**src/rtl/riscv_mem_pkg.sv**
```systemverilog
// Shared types and constants for the core's single-port memory arbiter.
// Latency: n/a (declarations only). Backpressure: n/a.
// Holds default bus widths, the arbiter state encoding and the counter ceiling.
package riscv_mem_pkg;

    localparam int ADDR_W_DEF = 10;
    localparam int DATA_W_DEF = 32;

    localparam logic [15:0] CONFLICT_MAX = 16'hFFFF;

    typedef enum logic {
        NORMAL   = 1'b0,
        FORCE_IF = 1'b1
    } arb_state_t;

endpackage

```
**src/rtl/mem_port_arbiter.sv**
```systemverilog
// Shares one single-port RAM between instruction fetch and data access; data wins, fetch forced after MAX_WAIT denials.
// Latency: grant combinational in the request cycle, read data/rvalid registered one cycle later.
// Backpressure: losing requester holds req/addr/data until its gnt; no queuing inside.
module mem_port_arbiter
    import riscv_mem_pkg::*;
#(
    parameter int ADDR_W   = ADDR_W_DEF,
    parameter int DATA_W   = DATA_W_DEF,
    parameter int MAX_WAIT = 4
) (
    input  logic              clk,
    input  logic              Reset,

    input  logic              if_req,
    input  logic [ADDR_W-1:0] if_addr,
    output logic              if_gnt,
    output logic              if_rvalid,
    output logic [DATA_W-1:0] if_rdata,

    input  logic              d_req,
    input  logic              d_we,
    input  logic [ADDR_W-1:0] d_addr,
    input  logic [DATA_W-1:0] d_wdata,
    output logic              d_gnt,
    output logic              d_rvalid,
    output logic [DATA_W-1:0] d_rdata,

    output logic              ram_we,
    output logic [ADDR_W-1:0] ram_addr,
    output logic [DATA_W-1:0] ram_wdata,
    input  logic [DATA_W-1:0] ram_rdata,

    output logic [15:0]       conflict_cnt
);

    localparam logic [3:0] MAX_WAIT_V = 4'(MAX_WAIT);

    arb_state_t state_q, state_d;
    logic [3:0] wait_q, wait_d;
    logic       force_if;

    always_comb begin
        if_gnt    = 1'b0;
        d_gnt     = 1'b0;
        ram_we    = 1'b0;
        ram_addr  = '0;
        ram_wdata = '0;
        state_d   = state_q;

        // In FORCE_IF a present fetch beats data; an absent one lets data through.
        force_if = (state_q == FORCE_IF) && if_req;

        if (!Reset) begin
            d_gnt  = d_req && !force_if;
            if_gnt = if_req && !d_gnt;
        end

        if (d_gnt) begin
            ram_addr  = d_addr;
            ram_wdata = d_wdata;
            ram_we    = d_we;
        end else if (if_gnt) begin
            ram_addr  = if_addr;
        end

        wait_d = (if_req && !if_gnt) ? wait_q + 4'd1 : 4'd0;

        case (state_q)
            NORMAL:   if (wait_d == MAX_WAIT_V) state_d = FORCE_IF;
            FORCE_IF: if (if_gnt || !if_req)    state_d = NORMAL;
            default:  state_d = NORMAL;
        endcase
    end

    always_ff @(posedge clk) begin
        if (Reset) begin
            state_q      <= NORMAL;
            wait_q       <= '0;
            if_rvalid    <= 1'b0;
            d_rvalid     <= 1'b0;
            if_rdata     <= '0;
            d_rdata      <= '0;
            conflict_cnt <= '0;
        end else begin
            state_q   <= state_d;
            wait_q    <= wait_d;
            if_rvalid <= if_gnt;
            d_rvalid  <= d_gnt;
            if (if_gnt) begin
                if_rdata <= ram_rdata;
            end
            // Stores still pulse d_rvalid but leave the last load data in place.
            if (d_gnt && !d_we) begin
                d_rdata <= ram_rdata;
            end
            if (if_req && d_req && conflict_cnt != CONFLICT_MAX) begin
                conflict_cnt <= conflict_cnt + 16'd1;
            end
        end
    end

endmodule

```
**config.mk**
```make
export PLATFORM = sky130hd
export DESIGN_NAME = mem_port_arbiter
export DESIGN_NICKNAME = d
export VERILOG_FILES = /design/src/rtl/riscv_mem_pkg.sv /design/src/rtl/mem_port_arbiter.sv
export SDC_FILE = /design/constraint.sdc
export NUM_CORES = 1
export LEC_CHECK = 0
export CELL_PAD_IN_SITES_DETAIL_PLACEMENT = 1
export CELL_PAD_IN_SITES_GLOBAL_PLACEMENT = 1
export CORE_ASPECT_RATIO = 1.1
export CORE_UTILIZATION = 23
export DETAILED_ROUTE_END_ITERATION = 8
export GPL_TIMING_DRIVEN = 0
export MAX_ROUTING_LAYER = met4
export PLACE_DENSITY_LB_ADDON = 0.1
export SLEW_MARGIN = 15
export SYNTH_ARGS = -nofsm -noshare
export SYNTH_HDL_FRONTEND = slang
export SYNTH_SLANG_ARGS = --single-unit
export TNS_END_PERCENT = 50
```
**constraint.sdc**
```tcl
create_clock -name clk -period 2.05 [get_ports clk]
set_clock_uncertainty 0.1 [all_clocks]
set_input_delay 0.205 -clock clk [delete_from_list [all_inputs] [get_ports clk]]
set_output_delay 0.205 -clock clk [all_outputs]
set_load 0.02 [all_outputs]
```
== Yosys cells after proc, flatten, opt, wreduce, memory -nomap -nowiden ==
Cells that the tools add are included.

* Bits of input ports: 89
* Output and inout bits: 127
* Logic and storage cells: 35
* Flip-flop bits (word level): 87

* Add/sub/neg operators: 2
* Reduce and logical (&&, ||, !) cells: 13
* Bitwise operators: 1
* Equal/unequal tests: 2
* Mux-type cells: 10

{| class="wikitable"
|+ Operators by type and width
! cell !! number
|-
| 2-to-1 mux 32 bit || 1
|-
| 2-to-1 mux 10 bit || 2
|-
| adder 16 x 1 -> 16 bit (second input constant) || 1
|-
| inequality test 16 bit (second input constant) || 1
|-
| logical AND 1 bit || 7
|-
| zero test 1 bit || 5
|-
| 2-to-1 mux 1 bit || 5
|-
| adder 4 x 1 -> 4 bit (second input constant) || 1
|-
| == test 4 x 3 -> 1 bit (second input constant) || 1
|-
| 2-to-1 mux 4 bit || 1
|-
| case mux 1 bit (2 select lines) || 1
|-
| logical OR 1 bit || 1
|-
| NOT 1 bit || 1
|}

== Logic depth before layout (Yosys ltp) ==
Gate-level depths: netlist of the first run.

* Depth in word-level cells: 12
* Depth in mapped cells: 7
* Mapped depth without buffers: 5

== Worst setup path after synthesis of the first run ==
No wires, ideal clock.

* Kind: register -> register
* From: reg conflict_cnt[0]
* To: reg conflict_cnt[1]
* Period minus slack after synthesis: 2073 ps
* Path buffers: 2
* Slack: -23 ps
* Arrival: 1845 ps
* Cell stages (with the launch flop): 8
* Data required time: 1822 ps
* Setup time: 128 ps
* Path through: dfxtp_1 > ha_1 > nand3_1 > o41ai_1 > buf_2 > buf_4 > mux2i_1 > nor2_1

* Cells in the longest elaborated chain, start to end: 2
* Elaborated cells between the ends (all ways): 3
* Classes of those cells: 1 x add/sub; 1 x eq/ne; 1 x reduce/logical

{| class="wikitable"
|+ Ends and longest elaborated chain
! item !! RTL line !! text
|-
| start, declared || mem_port_arbiter.sv:33 || <nowiki>output logic [15:0] conflict_cnt</nowiki>
|-
| start signal, assigned || mem_port_arbiter.sv:97 || <nowiki>conflict_cnt <= conflict_cnt + 16'd1;</nowiki>
|-
| parallel branches: the longest is 2 deep, another holds adder 16 x 1 -> 16 bit || n/a ||
|}

Several ways; the timed one is not identified.
A chain may end at the register's enable or synchronous reset.

== Worst setup path in the final report of the first run ==
* From: reg state_q
* To: out ram_addr[8]

* Cells in the longest elaborated chain, start to end: 8
* Elaborated cells between the ends (all ways): 9
* Classes of those cells: 4 x mux; 5 x reduce/logical

{| class="wikitable"
|+ Ends and longest elaborated chain
! item !! RTL line !! text
|-
| start, declared || mem_port_arbiter.sv:38 || <nowiki>arb_state_t state_q, state_d;</nowiki>
|-
| start signal, assigned || mem_port_arbiter.sv:85 || <nowiki>state_q <= state_d;</nowiki>
|-
| logical AND 1 bit (*) || mem_port_arbiter.sv:51 || <nowiki>force_if = (state_q == FORCE_IF) && if_req;</nowiki>
|-
| zero test 1 bit (*) || mem_port_arbiter.sv:54 || <nowiki>d_gnt = d_req && !force_if;</nowiki>
|-
| logical AND 1 bit (*) || mem_port_arbiter.sv:54 ||
|-
| zero test 1 bit || mem_port_arbiter.sv:55 || <nowiki>if_gnt = if_req && !d_gnt;</nowiki>
|-
| logical AND 1 bit || mem_port_arbiter.sv:55 ||
|-
| 2-to-1 mux 1 bit || mem_port_arbiter.sv:53 || <nowiki>if (!Reset) begin</nowiki>
|-
| 2-to-1 mux 10 bit || mem_port_arbiter.sv:62 || <nowiki>end else if (if_gnt) begin</nowiki>
|-
| 2-to-1 mux 10 bit (*) || mem_port_arbiter.sv:58 || <nowiki>if (d_gnt) begin</nowiki>
|-
| end, declared || mem_port_arbiter.sv:29 || <nowiki>output logic [ADDR_W-1:0] ram_addr,</nowiki>
|}

Mark *: on every way between the ends. The rest lies on a longest branch, timed or not.

==> metrics.md, run 1 <==
| Metric | Value |
|---|---|
| Clock latency on the worst-skew pair | 340 ps |
| Hold crit path type | input pin to flop |
| Post-synth cell types | 41 |
| DIE HEIGHT | 135 um |
| Syn Std Cell Area | 0.00368 mm2 |
| Share of layout cells above drive strength 1 | 0.132 |
| Element type at the critical path end | primary output |
| Flop pwr share | 0.412 |
| Post-route DRC | 0 |
| F_max | 0.502 GHz |
| Clock Tree Buf Depth | 2 |
| Synth Net Count | 542 |
| Sum Neg Setup Slack | 0 ps |
| Reg clk slew, reported paths | 60 ps |
| IO Pins | 216 |
| Final WL | 14500 um |
| Post-synth top area share | 0.473 |
| Top cells by area, synth | dfxtp_1 47%, nand2_1 10%, and2_1 5.8% |
| Slowest stage cell on the critical path | dfxtp_2 |
| CP max stage delay | 370 ps |
| Power share of the combinational group | 0.173 |
| Routing usage on met3 | 0.0638 |
| GR Overflow Total | 0 |
| Crit. Startpoint | state_q$_SDFF_PP0_ |
| Yosys warns | 0 |
| Total Power | 4.37 mW |
| Hold buffer count at cts | 0 |
| Rows | 48 |
| Avg WL per Cell | 16.3 um |
| Cts bufs inserted | 9 |
| Outcome | finished clean |
| Via density | 4.59 |
| RSZ-0062 raised after global routing | true |
| Hold Crit Start | if_req |
| Post-place instance area | 0.00607 mm2 |
| Gr usage total | 0.174 |
| First-pass GRT wire length | 21200 um |
| Top post-synthesis cells by count | 102 x nand2_1, 87 x dfxtp_1, 42 x a21oi_1, 40 x o21ai_0, 34 x and2_1 |
| CTS tree | yes |
| Vias after detailed routing | 4081 |
| Synth-to-layout area growth | 74.7% |
| Number of max-cap violations | 0 |
| GR Util met1 | 0.174 |
| Worst vdd ir | 303 uV |
| Final count of pins violating max slew | 0 |
| P_int | 3.25 mW |
| Initial antenna violation count | 1 |
| CTS HTree Levels | 3 |
| Seq cells post-synth | 87 |
| CTS root buf | clkbuf_16 |
| Worst-Margin Slew | 592 ps |
| Most common cell in the netlist | nand2_1 |
| Initial DRC Count | 71 |
| Post-detail-place hpwl | 11300 um |
| Die area | 0.0165 mm2 |
| Antenna-violating nets left | 0 |
| Initial Util | 0.235 |
| Clock sink count | 87 |
| Core Region | 0.0157 mm2 |
| Vias in the first global route | 4071 |
| Period utilization | 0.972 |
| Seq/Total Area, Yosys | 0.473 |
| Worst r2r src | conflict_cnt[0]$_SDFFE_PP0P_ |
| Rel. slew slack | 0.606 |
| Met2 Track Usage GR | 0.312 |
| Endpoints failing setup | 0 |
| Startpoint types | flop |
| Leak | 2.37 nW |
| First-pass iteration count of the detailed router | 4 |
| Final Cell Area | 0.00643 mm2 |
| Final Net Count | 774 |
| Kind of critical path | flop to primary output |
| Top FF cell, synth | dfxtp_1 |
| Largest net degree at the start of global routing | 16 |
| CP max FO | 10 |
| Worst Path Arrival | 1690 ps |
| Hold Vio Cnt, Final | 0 |
| Clock network power share | 0.415 |
| Synth Instances | 451 |
| Worst-path cell chain | a211oi_4 -> buf_6 -> clkbuf_8 -> a22o_1 -> clkdlybuf4s15_2 |
| Syn Area/Cell | 8.16 um2 |
| Area leader, netlist | dfxtp_1 |
| Final RePlAce weighted congestion | 0.785 |
| Global route hottest layer | met2 |
| I/O Buffers | 213 |
| Die W | 123 um |
| Synth async-reset ratio | 0 |
| EDFF count, synth | 0 |
| Req. time, crit path | 1750 ps |
| Power density cells | 680 mW/mm2 |
| Sw frac | 0.256 |
| Post-layout min period | 1990 ps |
| Net Switching | 1.12 mW |
-- power groups by stage --
stage	Combinational, mW	Sequential, mW	Clock (mW)
6_report	0.756	1.80	1.82
5_1_grt	0.815	1.81	1.94
4_1_cts	0.775	1.80	1.85
3_5_place_dp	0.773	1.84	0
3_3_place_gp	0.761	1.84	0
2_1_floorplan	0.230	1.91	0
-- stage by stage --
step	hold WS, ps	utilization	instances	worst slack, ps
6_report	94.4	0.410	889	57.6
5_1_grt	107	0.410	889	-7.45
4_1_cts	80.6	0.414	883	2.66
3_5_place_dp	350	0.387	864	-1100
3_3_place_gp	342	0.387	864	-1030
2_1_floorplan	214	-	451	93.4
-- worst max-delay path: cells and delay by family, from the launching register on --
kind                   cells  cell delay [ps]
DFF                        1              370
buffers and inverters      3              570
AOI/OAI and AO/OA          2              410
-- area by class of cell --
| type | count | area, um2 |
|---|---|---|
| Clock inverter | 6 | 91.3 |
| Sequential cell | 87 | 1750 |
| Antenna cell | 1 | 2.50 |
| Timing Repair Buffer | 222 | 2070 |
| Inverter | 4 | 17.5 |
| Buffer | 31 | 171 |
| Multi-Input combinational cell | 328 | 1840 |
| Clock buffer | 10 | 239 |
| Tap cell | 200 | 250 |
| Fill cell | 1870 | 9240 |
-- cell usage in the layout (no fill, tap or decap), types with 2 or more instances in the layout --
cell and count:
dlygate4sd2_1 3, clkbuf_4 2, nand2_1 102, inv_1 3, nor2_1 10, xor2_1 5
or3_2 2, mux2i_1 2, nand2b_1 32, clkbuf_2 22, or3_1 7, ha_1 2
clkdlybuf4s15_2 10, buf_4 12, buf_2 8, clkdlybuf4s50_1 167, and2_1 34, a21oi_1 42
clkbuf_1 20, and3_1 3, clkdlybuf4s15_1 5, nand4_1 6, clkbuf_16 9, a22o_1 10
nor4_1 2, dfxtp_2 3, nand3_1 4, and4_1 2, clkinvlp_4 3, dfxtp_1 84
o21ai_0 40, clkbuf_8 4, bufinv_16 2
-- flip-flops by register name (all words and copies together) (netlist names) --
register	flops
if_rvalid	1
d_rdata	32
if_rdata	32
state_q	1
wait_q	4
conflict_cnt	16
d_rvalid	1
-- final timing paths --
check	slack [ps]	to	cells after the start
worst max register to register	130	conflict_cnt[1]$_SDFFE_PP0P_	7
worst min-delay path	90	d_rvalid$_SDFF_PP0_	2
worst min register to register	360	if_rdata[14]$_SDFFE_PP0N_	2
worst max-delay path	60	ram_addr[8]	5
-- logic make-up after synthesis --
group	synth area share
buf+inv	0.0401
fa+ha+maj	0.00679
simple gates	0.287
xor+xnor	0.0119
compound gates	0.172
flops	0.473
mux	0.00849
-- metal layers --
layer  vias to the layer above  part of all wire
met5                         -                 0
met3                        11              0.10
met1                      1943              0.38
met2                       154              0.51
li1                       1973                 -
met4                         0             0.015
-- what timing repair did --
action,CTS,global route
setup buffers,4,5
endpoints found under the setup margin,87,84
pin swaps,3,3
resized for setup,121,43
(Power assumes the default switching activity.)
==> run 2: changes to the inputs <==
CTS_CLUSTER_SIZE = 30   (was default)
==> results of run 2 <==
Same layout as run 1: the final DEF is identical, and so are final timing and power.
==> run 3: changes to the inputs <==
CORE_UTILIZATION = 24   (was 23)
CTS_BUF_LIST = sky130_fd_sc_hd__clkbuf_4 sky130_fd_sc_hd__clkbuf_8   (was default)
GPL_TIMING_DRIVEN = default   (was 0)
==> metrics.md, run 3 (synthesis gave the netlist of run 1 again) <==
| Metric | Value |
|---|---|
| Slowest stage cell on the critical path | clkdlybuf4s50_1 |
| CTS HTree Levels | 3 |
| RSZ-0062 raised after global routing | true |
| Reg clk slew, reported paths | 90 ps |
| Startpoint types | input pin |
| DIE HEIGHT | 132 um |
| Element type at the critical path end | primary output |
| Top delay family on crit path | buffers and inverters |
| GR Overflow Total | 0 |
| Clock latency on the worst-skew pair | 360 ps |
| Final WL | 13900 um |
| Kind of critical path | input pin to primary output |
| I/O Buffers | 215 |
| Die W | 120 um |
| Avg WL per Cell | 15.8 um |
| Initial DRC Count | 106 |
| Hold Vio Cnt, Final | 0 |
| Period utilization | 0.986 |
| Final Net Count | 769 |
| Worst-path cell chain | clkdlybuf4s50_1 -> inv_2 -> a211oi_4 -> bufbuf_16 -> a22o_1 -> clkdlybuf4s15_2 |
| Initial Util | 0.246 |
| Cts bufs inserted | 9 |
| Hold buffer count at cts | 0 |
| Vias in the first global route | 4225 |
| Antenna-violating nets left | 0 |
| F_max | 0.495 GHz |
| Commonest non-fill, non-tap cell in the layout | clkdlybuf4s50_1 |
| Post-detail-place hpwl | 10200 um |
| Final RePlAce weighted congestion | 0.777 |
| IO Pins | 216 |
| Share of layout cells above drive strength 1 | 0.158 |
| Core Region | 0.0150 mm2 |
| Via density | 4.57 |
| Die area | 0.0158 mm2 |
| Hold crit path type | input pin to flop |
| Outcome | finished clean |
| Hold slack final | 325 ps |
| Rows | 47 |
| Clock Tree Buf Depth | 2 |
| First-pass GRT wire length | 22300 um |
| Final count of pins violating max slew | 0 |
| Vias after detailed routing | 4023 |
| Initial antenna violation count | 1 |
| Clock sink count | 87 |
| Largest net degree at the start of global routing | 65 |
| Post-layout min period | 2020 ps |
| Gr usage total | 0.183 |
| CP max FO | 17 |
| Largest registers | d_rdata (32), if_rdata (32), conflict_cnt (16) |
| Worst Path Arrival | 1720 ps |
| Commonest cells after routing, fill and taps aside | 168 x clkdlybuf4s50_1, 102 x nand2_1, 84 x dfxtp_1 |
| First-pass iteration count of the detailed router | 4 |
| Setup slack at placement | -362 ps |
| Post-Layout Cell Count | 880 |
| Post-route DRC | 0 |
| WP buf/inv | 4 |
| Setup ws final | 28.0 ps |
| Leak | 2.43 nW |
| Fill count | 1777 |
| Multi-input combinational cell area | 0.00183 mm2 |
| Synth-to-layout area growth | 76.9% |
| CTS root buf | clkbuf_8 |
| Worst vdd ir | 320 uV |
| Reg area | 0.00175 mm2 |
| CTS tree | yes |
| Number of max-cap violations | 0 |
| # placed instances | 861 |
| Req. time, crit path | 1750 ps |
| Power density cells | 618 mW/mm2 |
| Endpoints failing setup | 0 |
| CP max stage delay | 510 ps |
| Rel. slew slack | 0.633 |
| Worst-Margin Slew | 544 ps |
-- run 3: cell types whose count changed in the layout (fill, tap and decap cells not counted), moves of 2 or more --
cell / delta
buf_2: +9
clkdlybuf4s15_1: -5
buf_12: +5
clkinvlp_4: -3
clkbuf_16: -9
buf_4: +13
clkbuf_1: -20
clkbuf_2: -20
clkdlybuf4s15_2: +15
clkinv_2: +2
clkbuf_8: +5
-- run 3: timing repair --
action	CTS	global route
pin swaps	1	1
gates cloned	1	0
endpoints found under the setup margin	45	45
buffers inserted	1	0
resized for setup	133	21
endpoints found under the hold margin	0	0
-- run 3: worst paths after layout --
check             slack (ps)  depth (start not counted)                           from                             to
setup / recovery          30                          6                          d_req                    ram_addr[5]
hold / removal           320                          3                  ram_rdata[27]      if_rdata[27]$_SDFFE_PP0N_
setup reg to reg          80                          5  conflict_cnt[11]$_SDFFE_PP0P_  conflict_cnt[14]$_SDFFE_PP0P_
hold reg to reg          360                          2       if_rdata[9]$_SDFFE_PP0N_       if_rdata[9]$_SDFFE_PP0N_
-- run 3: worst reg2reg max path: cells and delay by family (launching register included) --
family	cells	cell delay, ps
AO/OA/AOI/OAI	1	140
buffers and inverters	1	190
flip-flops	1	400
AND/OR/NAND/NOR	3	1060
-- run 3: metrics by stage --
stage          TNS (ps)  instance area, um2  utilization  total power [mW]
6_report              0                6510        0.434              4.02
5_1_grt            -629                6510        0.434              4.21
4_1_cts           -40.1                6600        0.440              4.11
3_5_place_dp     -17190                6270        0.418              2.63
3_3_place_gp     -14240                6270        0.418              2.62
2_1_floorplan         0                3680            -              2.14
-- run 3: cell type report --
class | instances | share of cell area
Sequential cell | 87 | 0.268
Antenna cell | 1 | 0.000384
Inverter | 4 | 0.00231
Clock inverter | 6 | 0.0167
Clock buffer | 10 | 0.0202
Tap cell | 196 | 0.0377
Multi-Input combinational cell | 328 | 0.281
Timing Repair Buffer | 248 | 0.373
-- run 3: per-layer routing --
layer  up-vias  GRT usage  part of all wire
met1      1896      0.186              0.38
li1       1964          -                 -
met4         0     0.0701             0.027
met3        14     0.0567             0.087
met2       149      0.324              0.50
met5         -          -                 0
-- run 3: power breakdown --
part | leakage (nW) | switching [mW] | internal, mW
logic | 1.60 | 0.368 | 0.411
registers | 0.711 | 0.0357 | 1.76
clock network | 0.124 | 0.630 | 0.822
total | 2.43 | 1.03 | 2.99
